===== config.mk =====
export PLATFORM = sky130hd
export DESIGN_NAME = cpu_mc_param
export DESIGN_NICKNAME = d
export VERILOG_FILES = /design/src/rtl/cpu_mc_param.sv
export SDC_FILE = /design/constraint.sdc
export NUM_CORES = 2
export LEC_CHECK = 0
export CAP_MARGIN = 40
export CORE_MARGIN = 2
export CORE_UTILIZATION = 60
export CTS_BUF_LIST = sky130_fd_sc_hd__clkbuf_8
export CTS_CLUSTER_SIZE = 28
export DETAILED_ROUTE_END_ITERATION = 10
export PLACE_DENSITY = 0.77
export RECOVER_POWER = 25
export SETUP_SLACK_MARGIN = 0.2
export SLEW_MARGIN = 0
export SYNTH_ARGS = -nofsm -noshare
export SYNTH_HDL_FRONTEND = slang
export SYNTH_SLANG_ARGS = --single-unit
export TNS_END_PERCENT = 100

===== constraint.sdc =====
create_clock -name clk -period 52.3 [get_ports clk]
set_input_delay 10.46 -clock clk [delete_from_list [all_inputs] [get_ports clk]]
set_output_delay 10.46 -clock clk [all_outputs]
set_load 0.02 [all_outputs]

===== src/rtl/cpu_mc_param.sv =====
// Parametrised multi-cycle CPU core with req/ack instruction and data ports.
// Instructions move through FETCH, DECODE, EXEC, MEM and WB. HLT or an undefined opcode stops the core.
module cpu_mc_param #(
    parameter int            DW       = 32,
    parameter int            AW       = 10,
    parameter logic [AW-1:0] RESET_PC = '0
) (
    input  logic          clk,
    input  logic          rst,
    output logic          imem_req,
    output logic [AW-1:0] imem_addr,
    input  logic [31:0]   imem_rdata,
    input  logic          imem_ack,
    output logic          dmem_req,
    output logic          dmem_we,
    output logic [AW-1:0] dmem_addr,
    output logic [DW-1:0] dmem_wdata,
    input  logic [DW-1:0] dmem_rdata,
    input  logic          dmem_ack,
    output logic          halted,
    output logic          illegal,
    output logic          retire,
    output logic [AW-1:0] pc_out
);

    localparam logic [5:0] OP_ADD   = 6'd0;
    localparam logic [5:0] OP_SUB   = 6'd1;
    localparam logic [5:0] OP_AND   = 6'd2;
    localparam logic [5:0] OP_OR    = 6'd3;
    localparam logic [5:0] OP_LST   = 6'd4;
    localparam logic [5:0] OP_RST   = 6'd5;
    localparam logic [5:0] OP_LW    = 6'd6;
    localparam logic [5:0] OP_ST    = 6'd7;
    localparam logic [5:0] OP_ADDI  = 6'd8;
    localparam logic [5:0] OP_SUBI  = 6'd9;
    localparam logic [5:0] OP_BEQZ  = 6'd10;
    localparam logic [5:0] OP_BNEQZ = 6'd11;
    localparam logic [5:0] OP_HLT   = 6'd63;

    typedef enum logic [2:0] {
        S_FETCH,
        S_DECODE,
        S_EXEC,
        S_MEM,
        S_WB,
        S_HALT
    } state_t;

    state_t        state, state_n;
    logic [AW-1:0] pc, pc_n;
    logic [31:0]   ir;
    logic [DW-1:0] a, b, imm, aluout, mdr;
    logic [DW-1:0] rf [32];

    logic [5:0]    op;
    logic [4:0]    rs, rt, rd;
    logic [DW-1:0] rs_val, rt_val, imm_n, alu_n, wr_data;
    logic [4:0]    wr_addr;
    logic          wr_en, retire_n, illegal_n, legal, is_branch, taken;

    assign op  = ir[31:26];
    assign rs  = ir[25:21];
    assign rt  = ir[20:16];
    assign rd  = ir[15:11];

    assign rs_val = (rs == 5'd0) ? '0 : rf[rs];
    assign rt_val = (rt == 5'd0) ? '0 : rf[rt];
    assign imm_n  = DW'($signed(ir[15:0]));

    assign legal     = (op <= OP_BNEQZ) || (op == OP_HLT);
    assign is_branch = (op == OP_BEQZ) || (op == OP_BNEQZ);
    assign taken     = (op == OP_BEQZ) ? (a == '0) : (a != '0);

    assign imem_addr  = pc;
    assign pc_out     = pc;
    assign dmem_addr  = aluout[AW-1:0];
    assign dmem_wdata = b;

    always_comb begin
        alu_n = a + imm;
        case (op)
            OP_ADD:  alu_n = a + b;
            OP_SUB:  alu_n = a - b;
            OP_AND:  alu_n = a & b;
            OP_OR:   alu_n = a | b;
            OP_LST:  alu_n = a << b;
            OP_RST:  alu_n = a >> b;
            OP_SUBI: alu_n = a - imm;
            default: alu_n = a + imm;
        endcase
    end

    always_comb begin
        state_n   = state;
        pc_n      = pc;
        wr_en     = 1'b0;
        wr_addr   = rt;
        wr_data   = (op == OP_LW) ? mdr : aluout;
        retire_n  = 1'b0;
        illegal_n = illegal;
        case (state)
            S_FETCH: begin
                if (imem_req && imem_ack) state_n = S_DECODE;
            end
            S_DECODE: begin
                if (op == OP_HLT) begin
                    state_n  = S_HALT;
                    retire_n = 1'b1;
                end else if (!legal) begin
                    state_n   = S_HALT;
                    illegal_n = 1'b1;
                end else begin
                    state_n = S_EXEC;
                end
            end
            S_EXEC: begin
                if (is_branch) begin
                    pc_n     = taken ? pc + imm[AW-1:0] : pc + AW'(1);
                    retire_n = 1'b1;
                    state_n  = S_FETCH;
                end else begin
                    pc_n    = pc + AW'(1);
                    state_n = (op == OP_LW || op == OP_ST) ? S_MEM : S_WB;
                end
            end
            S_MEM: begin
                if (dmem_req && dmem_ack) begin
                    if (op == OP_ST) begin
                        retire_n = 1'b1;
                        state_n  = S_FETCH;
                    end else begin
                        state_n = S_WB;
                    end
                end
            end
            S_WB: begin
                wr_en    = 1'b1;
                wr_addr  = (op <= OP_RST) ? rd : rt;
                retire_n = 1'b1;
                state_n  = S_FETCH;
            end
            default: state_n = S_HALT;
        endcase
    end

    // Handshake and status outputs are registered from the next state.
    always_ff @(posedge clk or posedge rst) begin
        if (rst) begin
            state    <= S_FETCH;
            pc       <= RESET_PC;
            ir       <= '0;
            a        <= '0;
            b        <= '0;
            imm      <= '0;
            aluout   <= '0;
            mdr      <= '0;
            imem_req <= 1'b0;
            dmem_req <= 1'b0;
            dmem_we  <= 1'b0;
            halted   <= 1'b0;
            illegal  <= 1'b0;
            retire   <= 1'b0;
            for (int i = 0; i < 32; i++) rf[i] <= '0;
        end else begin
            state    <= state_n;
            pc       <= pc_n;
            imem_req <= (state_n == S_FETCH);
            dmem_req <= (state_n == S_MEM);
            dmem_we  <= (state_n == S_MEM) && (op == OP_ST);
            halted   <= (state_n == S_HALT);
            illegal  <= illegal_n;
            retire   <= retire_n;
            if (state == S_FETCH && imem_req && imem_ack) ir <= imem_rdata;
            if (state == S_DECODE) begin
                a   <= rs_val;
                b   <= rt_val;
                imm <= imm_n;
            end
            if (state == S_EXEC) aluout <= alu_n;
            if (state == S_MEM && dmem_req && dmem_ack) mdr <= dmem_rdata;
            if (wr_en && wr_addr != 5'd0) rf[wr_addr] <= wr_data;
        end
    end

endmodule

==> impl_metrics.csv <==
group,metric,value,unit
drt,drt-pass1-iter-count,9,
drt,vias,58073,
die,die_h,340,um
setup_path,worst-path-max-fanout,99,
die,fp.dieW,340,um
min_path,min_path_type,"flop to flop",
setup_path,r2r_slack,42.41,ns
grt,grt_pass1_wl,356000,um
synth,synth.distinct_cells,77,
grt,antenna_found_initial,11,
setup_path,startpoint,"rst",
die,rows,123,
synth,syn_inst,6722,
cells_and_area,final_util,66.4,%
synth,syn-num-nets,6836,
outcome,status,"complete, but fails checks",
drt,drc_errors,0,
grt,first_global_vias,56592,
die,core_region_area,112000,um2
cts,cts_sinks,1219,
pwr,peakVddDrop,0.0283,mV
synth,yosys_register_bits,1219,
cts,cts.repair.resized,0,
cts,cts_root_buffer,"clkbuf_8",
place,routabilityCongestion,1.08,
synth,syn_area_per_cell,10.1,um2
sta,tightest_slew,4.36,ns
run,maxCapViolCount,35,
cells_and_area,most-common-layout-cells,"dfrtp_1, nand2_1, a21oi_1",
setup_path,regToRegStartpoint,"ir[18]",
sta,max_freq,72.0,MHz
pwr,power_density,24.5,nW/um2
synth,synthArstFlopShare,100,%
cells_and_area,fillers,8402,
sta,maxSlewViolCount,1375,
drt,routedWlPerCell,28.8,um
synth,yosysSeqAreaShare,45.1,%
setup_path,critPathArrivalTime,14.95,ns
cts,clk_latency,0.92,ns
sta,period_needed,13.89,ns
drt,antenna_left,0,
setup_path,worstSetupPathType,"primary input to asynchronous set/reset pin",
sta,finClkSkew,0.0573,ns
cts,cts_made_buffers,194,
drt,vias_per_cell,7.05,
drt,wirelength,237000,um
sta,rsz0062_at_grt,"false",
die,die_area,115000,um2
setup_path,endpoint_kind,"asynchronous set/reset pin",
cts,cts_hold_buf,0,
setup_path,cp.required,53.36,ns
synth,syn_area,67600,um2
cts,htree_levels,4,
die,io_pins,136,
setup_path,r2r_end,"dmem_wdata[1]",
sta,hold_viol,0,
place,port_buffers,135,
place,dp_hpwl,147000,um
cells_and_area,area_growth,10.1,%
sta,slew_headroom,-191,%
die,initial_core_util,60.3,%
grt,grt_max_degree,163,
setup_path,critPathCapture,"rf[675]",
pwr,total_power,1820,uW
synth,ys.flop_type,"dfrtp_1",
cts,cts_tree,"done",
drt,drtIter0Drc,8365,
cells_and_area,layout_commonest_cell,"dfrtp_1",
pwr,p_leak,0.0304,uW
cts,clkTransAtPathRegs,0.06,ns
cts,cts_setup_buffers,0,
grt,grt_use_total,41.0,%
cts,cts_buffer_depth,3,
synth,synth_edf_count,0,
sta,period_share,26.6,%
synth,synth-warning-count,0,
outcome,violations,"capacitance limit, slew limit",
sta,setup-violations-final,0,
sta,tns,0,ns
grt,overflow,0,
setup_path,cp-start-kind,"primary input",
setup_path,reg2regPathDepth,7,
cells_and_area,finalNetCount,6692,
cells_and_area,drive_gt1_share,16.4,%
-- Yosys cell counts (all sizes together), types with 77 or more instances --
cell	count	area, um2
o21ai	739	3700
dfrtp	1219	30500
mux4	401	9030
clkbuf	552	2070
nor2	712	2670
nor3	80	425
nand2	783	2940
mux2i	359	3600
mux2	162	1820
a21oi	768	3840
buf	127	584
o22ai	121	757
o221ai	77	674
-- layer usage --
layer	global-route usage (%)	part of all wire (%)
met5	0	0.022
met4	26.8	7.4
met3	12.2	14
met2	60.3	44
met1	53.3	35
-- logic make-up after synthesis --
logic type,share of synthesized area (%)
AO/OA/AOI/OAI,16.4
XOR/XNOR,0.764
adder cells (fa/ha/maj),1.33
buffers and inverters,4.13
flip-flops,45.1
multiplexers,21.4
AND/OR/NAND/NOR,10.8
-- worst max-delay path, stage by stage --
cell,delay (ns)
clkdlybuf4s50_1,0.49
inv_8,0.51
buf_4,0.79
buf_4,0.81
buf_4,0.77
buf_4,0.64
buf_12,0.30
-- registers in the layout, indices dropped and copies added, names as in the netlist --
signal / cells
state: 3
mdr: 32
ir: 32
dmem_wdata: 32
illegal: 1
imem_addr: 10
rf: 1024
imem_req: 1
halted: 1
aluout: 32
imm: 16
dmem_we: 1
retire: 1
dmem_req: 1
a: 32
-- how the worst min path moves through the flow --
stage / to / from / cells past startpoint
5_1_grt: rf[1008] / rf[1008] / 0
2_1_floorplan: imm[10] / ir[10] / 2
6_report: rf[1013] / rf[1013] / 0
4_1_cts: rf[1013] / rf[1013] / 0
3_5_place_dp: rf[1015] / rf[1015] / 0
3_3_place_gp: rf[1006] / rf[1006] / 0
-- through the flow --
| step | hold WS [ns] | setup WS (ns) | instance area [um2] | instances |
|---|---|---|---|---|
| floorplan | 0.435 | 7.49 | 67600 | 6722 |
| global placement | 0.381 | 37.15 | 69900 | 7830 |
| detailed placement | 0.388 | 37.35 | 70900 | 7880 |
| CTS | 0.402 | 38.30 | 75000 | 8235 |
| global route | 0.413 | 37.78 | 74400 | 8238 |
| finish | 0.401 | 38.41 | 74500 | 8242 |
-- layout make-up --
class                           count  area [um2]  area share (%)
Tap cell                         1500        1880            2.52
Antenna cell                        5        12.5          0.0168
Sequential cell                  1219       30500            41.0
Clock buffer                      251        3450            4.64
Multi-Input combinational cell   4788       34600            46.5
Clock inverter                    104         633           0.850
Timing Repair Buffer              339        3180            4.27
Inverter                           36         145           0.195
-- power breakdown --
| group | switching (uW) | total (uW) | internal, uW |
|---|---|---|---|
| clock | 395 | 854 | 459 |
| combinational | 19.1 | 25.3 | 6.17 |
| sequential | 0 | 943 | 943 |
| total | 414 | 1820 | 1410 |
(Power assumes the default switching activity.)
